### config.mk
export PLATFORM = sky130hd
export DESIGN_NAME = apb_fsm_controller_flat
export DESIGN_NICKNAME = d
export VERILOG_FILES = /design/src/rtl/apb_fsm_controller_if.sv /design/src/rtl/apb_fsm_controller.sv /design/src/flat_wrapper.sv
export SDC_FILE = /design/constraint.sdc
export NUM_CORES = 1
export LEC_CHECK = 0
export CAP_MARGIN = 0
export CORE_MARGIN = 1
export CORE_UTILIZATION = 40
export CTS_CLUSTER_SIZE = 10
export DETAILED_ROUTE_END_ITERATION = 10
export HOLD_SLACK_MARGIN = 0.1
export PLACE_DENSITY_LB_ADDON = 0.08
export SYNTH_ARGS = -nofsm -noshare
export SYNTH_HDL_FRONTEND = slang
export SYNTH_SLANG_ARGS = --single-unit
### constraint.sdc
create_clock -name Hclk -period 2.5 [get_ports Hclk]
set_input_delay 0.5 -clock Hclk [delete_from_list [all_inputs] [get_ports Hclk]]
set_output_delay 0.5 -clock Hclk [all_outputs]
set_load 0.01 [all_outputs]
### src/rtl/apb_fsm_controller_if.sv
// apb_fsm_controller_if
//   Bundles the AHB-side request signals and the APB-side outputs of the
//   bridge's APB controller.
//   master : upstream / environment view (drives the AHB request, observes APB)
//   slave  : controller view (observes the AHB request, drives APB + Hreadyout)
//   Signals:
//     valid, Haddr, Hwrite, Hwdata        AHB request from the slave interface
//     Pselx, Penable, Pwrite, Paddr, Pwdata  APB bus
//     Hreadyout                           AHB ready back to the master
interface apb_fsm_controller_if #(
  parameter int ADDR_WIDTH = 32,
  parameter int DATA_WIDTH = 32
);
  logic                  valid;
  logic [ADDR_WIDTH-1:0] Haddr;
  logic                  Hwrite;
  logic [DATA_WIDTH-1:0] Hwdata;
  logic [2:0]            Pselx;
  logic                  Penable;
  logic                  Pwrite;
  logic [ADDR_WIDTH-1:0] Paddr;
  logic [DATA_WIDTH-1:0] Pwdata;
  logic                  Hreadyout;

  modport master (
    output valid, Haddr, Hwrite, Hwdata,
    input  Pselx, Penable, Pwrite, Paddr, Pwdata, Hreadyout
  );

  modport slave (
    input  valid, Haddr, Hwrite, Hwdata,
    output Pselx, Penable, Pwrite, Paddr, Pwdata, Hreadyout
  );
endinterface

### src/rtl/apb_fsm_controller.sv
// apb_fsm_controller
//   APB-side controller of the AHB-to-APB bridge. Each accepted AHB transfer
//   is sequenced into an APB SETUP/ENABLE pair on one of three peripherals;
//   Hreadyout stalls the AHB master while the APB transfer is in flight.
//   Ports:
//     Hclk     bridge clock, rising edge
//     Hresetn  asynchronous active-low reset
//     bus      apb_fsm_controller_if.slave (AHB request in, APB + Hreadyout out)
//
//   state    | meaning
//   ---------+-------------------------------------------------------------
//   IDLE     | no transfer; ready to accept
//   WWAIT    | write accepted, AHB data phase; waiting for Hwdata
//   READ     | APB read SETUP
//   RENABLE  | APB read ENABLE; ready to accept the next transfer
//   WRITE    | APB write SETUP
//   WENABLE  | APB write ENABLE; ready to accept the next transfer
module apb_fsm_controller #(
  parameter int ADDR_WIDTH = 32,
  parameter int DATA_WIDTH = 32
) (
  input logic                  Hclk,
  input logic                  Hresetn,
  apb_fsm_controller_if.slave  bus
);

  localparam logic [2:0] IDLE    = 3'd0;
  localparam logic [2:0] WWAIT   = 3'd1;
  localparam logic [2:0] READ    = 3'd2;
  localparam logic [2:0] RENABLE = 3'd3;
  localparam logic [2:0] WRITE   = 3'd4;
  localparam logic [2:0] WENABLE = 3'd5;

  logic [2:0]            state;
  logic [2:0]            state_nxt;
  logic [ADDR_WIDTH-1:0] pend_addr;
  logic [2:0]            psel_q;
  logic                  penable_q;
  logic                  pwrite_q;
  logic [ADDR_WIDTH-1:0] paddr_q;
  logic [DATA_WIDTH-1:0] pwdata_q;
  logic                  accept_st;

  // Peripheral map: three consecutive 64 MB windows starting at 0x8000_0000,
  // selected by the top six address bits.
  function automatic logic [2:0] decode(input logic [ADDR_WIDTH-1:0] a);
    logic [5:0] top;
    top = a[ADDR_WIDTH-1 -: 6];
    case (top)
      6'b100000: decode = 3'b001;
      6'b100001: decode = 3'b010;
      6'b100010: decode = 3'b100;
      default:   decode = 3'b000;
    endcase
  endfunction

  assign accept_st = (state == IDLE) || (state == RENABLE) || (state == WENABLE);

  always_comb begin
    state_nxt = IDLE;
    case (state)
      IDLE, RENABLE, WENABLE: begin
        if (bus.valid) state_nxt = bus.Hwrite ? WWAIT : READ;
        else           state_nxt = IDLE;
      end
      WWAIT:   state_nxt = WRITE;
      READ:    state_nxt = RENABLE;
      WRITE:   state_nxt = WENABLE;
      default: state_nxt = IDLE;
    endcase
  end

  always_ff @(posedge Hclk or negedge Hresetn) begin
    if (!Hresetn) begin
      state     <= IDLE;
      pend_addr <= '0;
      psel_q    <= 3'b000;
      penable_q <= 1'b0;
      pwrite_q  <= 1'b0;
      paddr_q   <= '0;
      pwdata_q  <= '0;
    end else begin
      state <= state_nxt;
      case (state)
        IDLE, RENABLE, WENABLE: begin
          penable_q <= 1'b0;
          if (bus.valid && !bus.Hwrite) begin
            paddr_q  <= bus.Haddr;
            psel_q   <= decode(bus.Haddr);
            pwrite_q <= 1'b0;
          end else if (bus.valid && bus.Hwrite) begin
            // Address phase only; the APB setup waits for the data phase.
            pend_addr <= bus.Haddr;
            psel_q    <= 3'b000;
          end else begin
            psel_q <= 3'b000;
          end
        end
        WWAIT: begin
          // Hwdata is stable here because Hreadyout is low during WWAIT.
          paddr_q   <= pend_addr;
          pwdata_q  <= bus.Hwdata;
          psel_q    <= decode(pend_addr);
          pwrite_q  <= 1'b1;
          penable_q <= 1'b0;
        end
        READ, WRITE: begin
          penable_q <= 1'b1;
        end
        default: begin
          psel_q    <= 3'b000;
          penable_q <= 1'b0;
        end
      endcase
    end
  end

  // Decoded from the state register only so there is no input-to-Hreadyout
  // path (Hreadyout feeds back into Hreadyin at system level).
  assign bus.Hreadyout = !((state == WWAIT) || (state == READ) || (state == WRITE));

  assign bus.Pselx   = psel_q;
  assign bus.Penable = penable_q;
  assign bus.Pwrite  = pwrite_q;
  assign bus.Paddr   = paddr_q;
  assign bus.Pwdata  = pwdata_q;

  // accept_st is only a readability alias for the shared accept rule.
  logic unused_ok;
  assign unused_ok = accept_st;

endmodule
### src/flat_wrapper.sv
// flat-port wrapper written by rule: the top's interface ports become plain ports
module apb_fsm_controller_flat 
#(
  parameter int ADDR_WIDTH = 32,
  parameter int DATA_WIDTH = 32
)
  (Hclk, Hresetn, bus_valid, bus_Haddr, bus_Hwrite, bus_Hwdata, bus_Pselx, bus_Penable, bus_Pwrite, bus_Paddr, bus_Pwdata, bus_Hreadyout);
  apb_fsm_controller_if #(.ADDR_WIDTH(ADDR_WIDTH), .DATA_WIDTH(DATA_WIDTH)) bus_i ();
  input logic Hclk;
  input logic Hresetn;
  input wire logic [$bits(bus_i.valid)-1:0] bus_valid;
  input wire logic [$bits(bus_i.Haddr)-1:0] bus_Haddr;
  input wire logic [$bits(bus_i.Hwrite)-1:0] bus_Hwrite;
  input wire logic [$bits(bus_i.Hwdata)-1:0] bus_Hwdata;
  output wire logic [$bits(bus_i.Pselx)-1:0] bus_Pselx;
  output wire logic [$bits(bus_i.Penable)-1:0] bus_Penable;
  output wire logic [$bits(bus_i.Pwrite)-1:0] bus_Pwrite;
  output wire logic [$bits(bus_i.Paddr)-1:0] bus_Paddr;
  output wire logic [$bits(bus_i.Pwdata)-1:0] bus_Pwdata;
  output wire logic [$bits(bus_i.Hreadyout)-1:0] bus_Hreadyout;
  assign bus_i.valid = bus_valid;
  assign bus_i.Haddr = bus_Haddr;
  assign bus_i.Hwrite = bus_Hwrite;
  assign bus_i.Hwdata = bus_Hwdata;
  assign bus_Pselx = bus_i.Pselx;
  assign bus_Penable = bus_i.Penable;
  assign bus_Pwrite = bus_i.Pwrite;
  assign bus_Paddr = bus_i.Paddr;
  assign bus_Pwdata = bus_i.Pwdata;
  assign bus_Hreadyout = bus_i.Hreadyout;
  apb_fsm_controller #(.ADDR_WIDTH(ADDR_WIDTH), .DATA_WIDTH(DATA_WIDTH)) u_core (.Hclk(Hclk), .Hresetn(Hresetn), .bus(bus_i));
endmodule
==> results of run 1 <==
## registers in the layout, indices dropped and copies added, names as in the netlist
| signal | count |
|---|---|
| u_core.bus.Paddr | 32 |
| u_core.bus.Penable | 1 |
| u_core.bus.Pselx | 3 |
| u_core.bus.Pwdata | 32 |
| u_core.bus.Pwrite | 1 |
| u_core.pend_addr | 32 |
| u_core.state | 3 |
## kinds of logic after synthesis
family,Yosys count,share of synthesized area
AO/OA/AOI/OAI,14,0.0245
multiplexers,126,0.323
AND/OR/NAND/NOR,17,0.0254
buffers and inverters,20,0.0297
flip-flops,104,0.593
XOR/XNOR,2,0.00400
## cell usage after synthesis, drive strengths merged (2+ instances only)
cell type	n	area [µm²]
o21ai	3	18.8
mux2i	2	20.0
nor2	6	30.0
buf	15	111
a32oi	3	26.3
nand2b	2	12.5
o41ai	3	26.3
inv	5	18.8
xnor2	2	17.5
mux2	124	1400
nand2	4	15.0
dfrtp	104	2600
## power breakdown
part	switching, mW	internal (mW)
Sequential	0.463	2.54
Combinational	1.36	2.26
Clock	0.520	0.379
## worst max-delay path, cell delays in order (launching register included)
cell and delay, ns:
dfrtp_1 0.48, xnor2_2 0.23, nor2_1 0.08, nor2_1 0.13
clkdlybuf4s50_1 0.55
## repair_timing
item / CTS / global route
resized for setup: 0 / 2
setup endpoints to repair: 0 / 1
endpoints found under the hold margin: 17 / 0
hold buffers: 1 / 0
## final timing paths
kind | cells past startpoint | from | endpoint
max | 4 | u_core.state[0] | bus_Hreadyout
min | 1 | u_core.pend_addr[6] | u_core.pend_addr[6]
max reg2reg | 6 | u_core.state[0] | u_core.bus.Paddr[28]
min reg2reg | 1 | u_core.pend_addr[6] | u_core.pend_addr[6]
max in group asynchronous | 3 | Hresetn | u_core.pend_addr[7]
min in group asynchronous | 2 | Hresetn | u_core.bus.Pwdata[19]
## metrics by stage
step | setup slack (ns) | power [mW]
after global routing | 0.0130 | 8.04
after global placement | 0.301 | 6.61
after CTS | 0.0485 | 7.64
final | 0.172 | 7.53
after floorplan | 0.766 | 5.00
after detailed placement | 0.288 | 6.70
## metal layers
layer / vias up / GRT usage / part of all wire
li1: 1300 / - / -
met1: 1399 / 0.220 / 0.44
met2: 79 / 0.274 / 0.49
met3: 10 / 0.0486 / 0.055
met4: 0 / 0.0577 / 0.015
met5: - / 0 / 0
## final cells by class
| type | instances | area share |
|---|---|---|
| Clock buffer | 13 | 0.0244 |
| Clock inverter | 1 | 0.000820 |
| Inverter | 5 | 0.00307 |
| Multi-Input combinational cell | 159 | 0.273 |
| Sequential cell | 104 | 0.426 |
| Tap cell | 136 | 0.0279 |
| Timing Repair Buffer | 148 | 0.244 |
==> out/results.ini, run 1 <==
[outcome]
status = finished, final reports clean

[layout]
diodes = 0
num-fill-cells = 895
final_area_um2 = 6110
nets = 495
area_delta_synth_final_pct = 39.2
drive_above_1_share = 0.293
seq_area_um2 = 2600
multi_input_area_um2 = 1670
most-common-layout-cells = clkdlybuf4s50_1, dfrtp_1, mux2_2, mux2_1, clkbuf_8
finish.utilization = 0.584
stdcell_count = 566
layout_commonest_cell = clkdlybuf4s50_1

[clock_network]
post_cts_buffers = 0
path_clk_slew_ns = 0.09
h-tree-depth = 3
clock_sinks = 104
cts_inserted_buffers = 9
clock_path_buffers = 2
clkLatencyLatePin_ns = 0.36
cts_tree = built
clock-root-buffer = clkbuf_8

[die]
fp.coreArea_um2 = 10500
fp.dieW_um = 107
die_h_um = 107
dieArea_um2 = 11400
ioPinCount = 138
rows = 37
initial_utilization = 0.419

[setup_path]
end_kind = primary output
start_kind = flop
crit_required_ns = 2.00
critical_path.max_fanout = 7
rrSetupSlack_ns = 0.57
crit_type = flop to primary output
worst-endpoint-arrival_ns = 1.83

[routing]
vias = 2788
ant_nets = 0
drtIter0Drc = 61
drc_errors = 0
firstDrtPassIters = 4
routed_wl_um = 9100
wl_per_cell_um = 16.1
viasPerCell = 4.93

[logic_synthesis]
ys_async_sr_fraction = 1.00
yosys.cell_types.count = 27
synthCells = 283
synth_edf_count = 0
yosysSeqAreaShare = 0.593
syn_area_per_cell_um2 = 15.5
syn-num-nets = 351
ys_warn_count = 0
ys_seq_elements = 104
synth_area_um2 = 4390
synthFlopType = dfrtp_1

[power_and_ir_drop]
p_leak_nw = 2.50
power.density_nw_per_um2 = 1230
peakVddDrop_mv = 0.617

[grt]
grt.overflow.total = 0
grt_use_total = 0.170
antenna_found_initial = 0
grt_max_degree = 52
grt_pass1_vias = 2914
grt_pass1_wl_um = 14900

[placed_design]
portBuffers = 137
dp_cells = 551
dpl.hpwl_um = 6440
gp_congestion = 0.692
placed_cell_area_um2 = 5930

[timing]
fin_crit_ns = 2.33
whs_ns = 0.488
worstMarginPinSlew_ns = 0.470
finalCritPeriodShare = 0.931
finalHoldViolCount = 0
slew_headroom = 0.686
max_freq_mhz = 429
final_max_slew_viol_count = 0
fin_setup_tns_ns = 0
grt_setup_unrepaired = no
clock_skew_ns = 0.00596
finalSetupViolations = 0

[hold_path]
worstHoldPathType = flop to flop

[job]
max_cap_viol_count = 0

Note: power is estimated with default switching activity, not from simulation.
==> run 2, diff against run 1 <==
- clock period: 2.5 -> 2.1 ns (I/O delays scaled with it)
==> out/results.ini, run 2 (same netlist as run 1, synthesis figures left out) <==
[outcome]
status = finished, final reports clean

[hold_path]
worstHoldPathType = flop to flop
min_to = u_core.bus.Paddr[23]
hp-start = u_core.bus.Paddr[23]
hold_path_depth = 1

[setup_path]
end_kind = flop
crit_type = flop to flop
crit_required_ns = 2.35
worst-endpoint-arrival_ns = 2.24
rrSetupSlack_ns = 0.11
crit_chain = buf_4 > nor3b_4 > buf_4 > buf_4 > mux2_2
start_kind = flop
reg2reg_from = u_core.state[2]
cpMostUsedCell = buf_4
path_delay_family = buffers and inverters
slowest_stage = dfrtp_2
crit_buf_inv = 3
reg2regPathDepth = 5
max_stage_delay_ns = 0.43
critical_path.max_fanout = 23
r2r_end = u_core.bus.Pwdata[8]

[clock_network]
cts_inserted_buffers = 9
clock_path_buffers = 2
h-tree-depth = 3
clkLatencyLatePin_ns = 0.36
clock_sinks = 104
path_clk_slew_ns = 0.09
cts_tree = built
clock-root-buffer = clkbuf_8

[die]
initial_utilization = 0.419
rows = 37
fp.coreArea_um2 = 10500
fp.dieW_um = 107
dieArea_um2 = 11400
die_h_um = 107
ioPinCount = 138

[routing]
firstDrtPassIters = 4
drtIter0Drc = 120
wl_per_cell_um = 15.8
routed_wl_um = 9040
vias = 2785
drc_errors = 0
ant_nets = 0
viasPerCell = 4.86

[power_and_ir_drop]
swShare = 0.310
p_comb_frac = 0.485
power_switching_mw = 2.84
p_leak_nw = 2.56
p_clk_frac = 0.129
peakVddDrop_mv = 0.793
p_int_mw = 6.32
p_total_mw = 9.16
sequentialPowerShare = 0.387
power.density_nw_per_um2 = 1480

[layout]
nets = 500
layout_commonest_cell = clkdlybuf4s50_1
num-fill-cells = 888
final_area_um2 = 6210
diodes = 0
area_delta_synth_final_pct = 41.6
drive_above_1_share = 0.311
seq_area_um2 = 2610
multi_input_area_um2 = 1670
most-common-layout-cells = clkdlybuf4s50_1, dfrtp_1, mux2_2, mux2_1, clkbuf_8

[grt]
antenna_found_initial = 0
grt_busiest_layer = met2
grt.overflow.total = 0
grt_use_met2 = 0.284
use_met3 = 0.0462
grt_pass1_wl_um = 15100
grt_use_total = 0.171
grt_pass1_vias = 2977
grtUsageMet1 = 0.217
grt_max_degree = 46

[timing]
finalSetupViolations = 0
fin_crit_ns = 1.99
max_freq_mhz = 503
finalCritPeriodShare = 0.946
clock_skew_ns = 0.00799
slew_headroom = 0.596
grt_setup_unrepaired = no
worstMarginPinSlew_ns = 0.607
final_max_slew_viol_count = 0
whs_ns = 0.490
finalHoldViolCount = 0

[placed_design]
placed_cell_area_um2 = 5990
portBuffers = 137
dpl.hpwl_um = 6460
gp_congestion = 0.702

[job]
max_cap_viol_count = 0

## run 2: worst reg2reg max path: stages (launching register included)
cell     delay (ns)
dfrtp_2        0.43
buf_4          0.17
nor3b_4        0.26
buf_4          0.28
buf_4          0.35
mux2_2         0.38
## run 2: power groups by stage
| stage | Sequential, mW | Clock, mW | Combinational, mW |
|---|---|---|---|
| after floorplan | 3.79 | 0 | 2.16 |
| after global placement | 3.55 | 0 | 4.39 |
| after detailed placement | 3.61 | 0 | 4.46 |
| after CTS | 3.55 | 1.24 | 4.53 |
| after global routing | 3.69 | 1.32 | 4.78 |
| final | 3.55 | 1.18 | 4.44 |
## run 2: timing repair
action	4_1_cts	5_1_grt
resized for setup	4	0
hold buffers	1	0
endpoints found under the hold margin	43	0
setup buffers	2	0
setup endpoints to repair	1	0
## run 2: per-layer routing
layer,vias to the layer above,share of wire
li1,1309,-
met1,1395,0.44
met2,70,0.50
met3,11,0.049
met4,0,0.014
met5,-,0
## run 2: worst max-delay path by stage
| stage | start | to | slack, ns | depth (start not counted) |
|---|---|---|---|---|
| final | u_core.state[2] | u_core.bus.Pwdata[8] | 0.11 | 5 |
| after global routing | u_core.state[2] | u_core.bus.Pwdata[11] | 0.02 | 5 |
| after CTS | u_core.state[2] | u_core.bus.Pwdata[15] | 0.1 | 5 |
| after detailed placement | bus_valid | u_core.bus.Paddr[12] | -0.02 | 6 |
| after global placement | bus_valid | u_core.bus.Paddr[31] | 0.001 | 6 |
| after floorplan | u_core.state[1] | u_core.bus.Paddr[10] | 0.37 | 5 |
## run 2: per-stage QoR
stage | utilization | cells | worst slack [ns] | setup TNS (ns)
after CTS | 0.594 | 573 | 0.0971 | 0
after global placement | 0.573 | 554 | 0.00147 | 0
after detailed placement | 0.573 | 554 | -0.0236 | -0.239
final | 0.594 | 573 | 0.113 | 0
after global routing | 0.594 | 573 | 0.0164 | 0
after floorplan | - | 283 | 0.366 | 0
## run 2: cell type report
| cell class | count | area share |
|---|---|---|
| flip-flops and latches | 104 | 0.419 |
| well taps | 136 | 0.0274 |
| multi-input cells | 159 | 0.269 |
| repair buffers | 153 | 0.252 |
| inverters | 5 | 0.00302 |
| clock inverters | 3 | 0.00242 |
| clock buffers | 13 | 0.0272 |
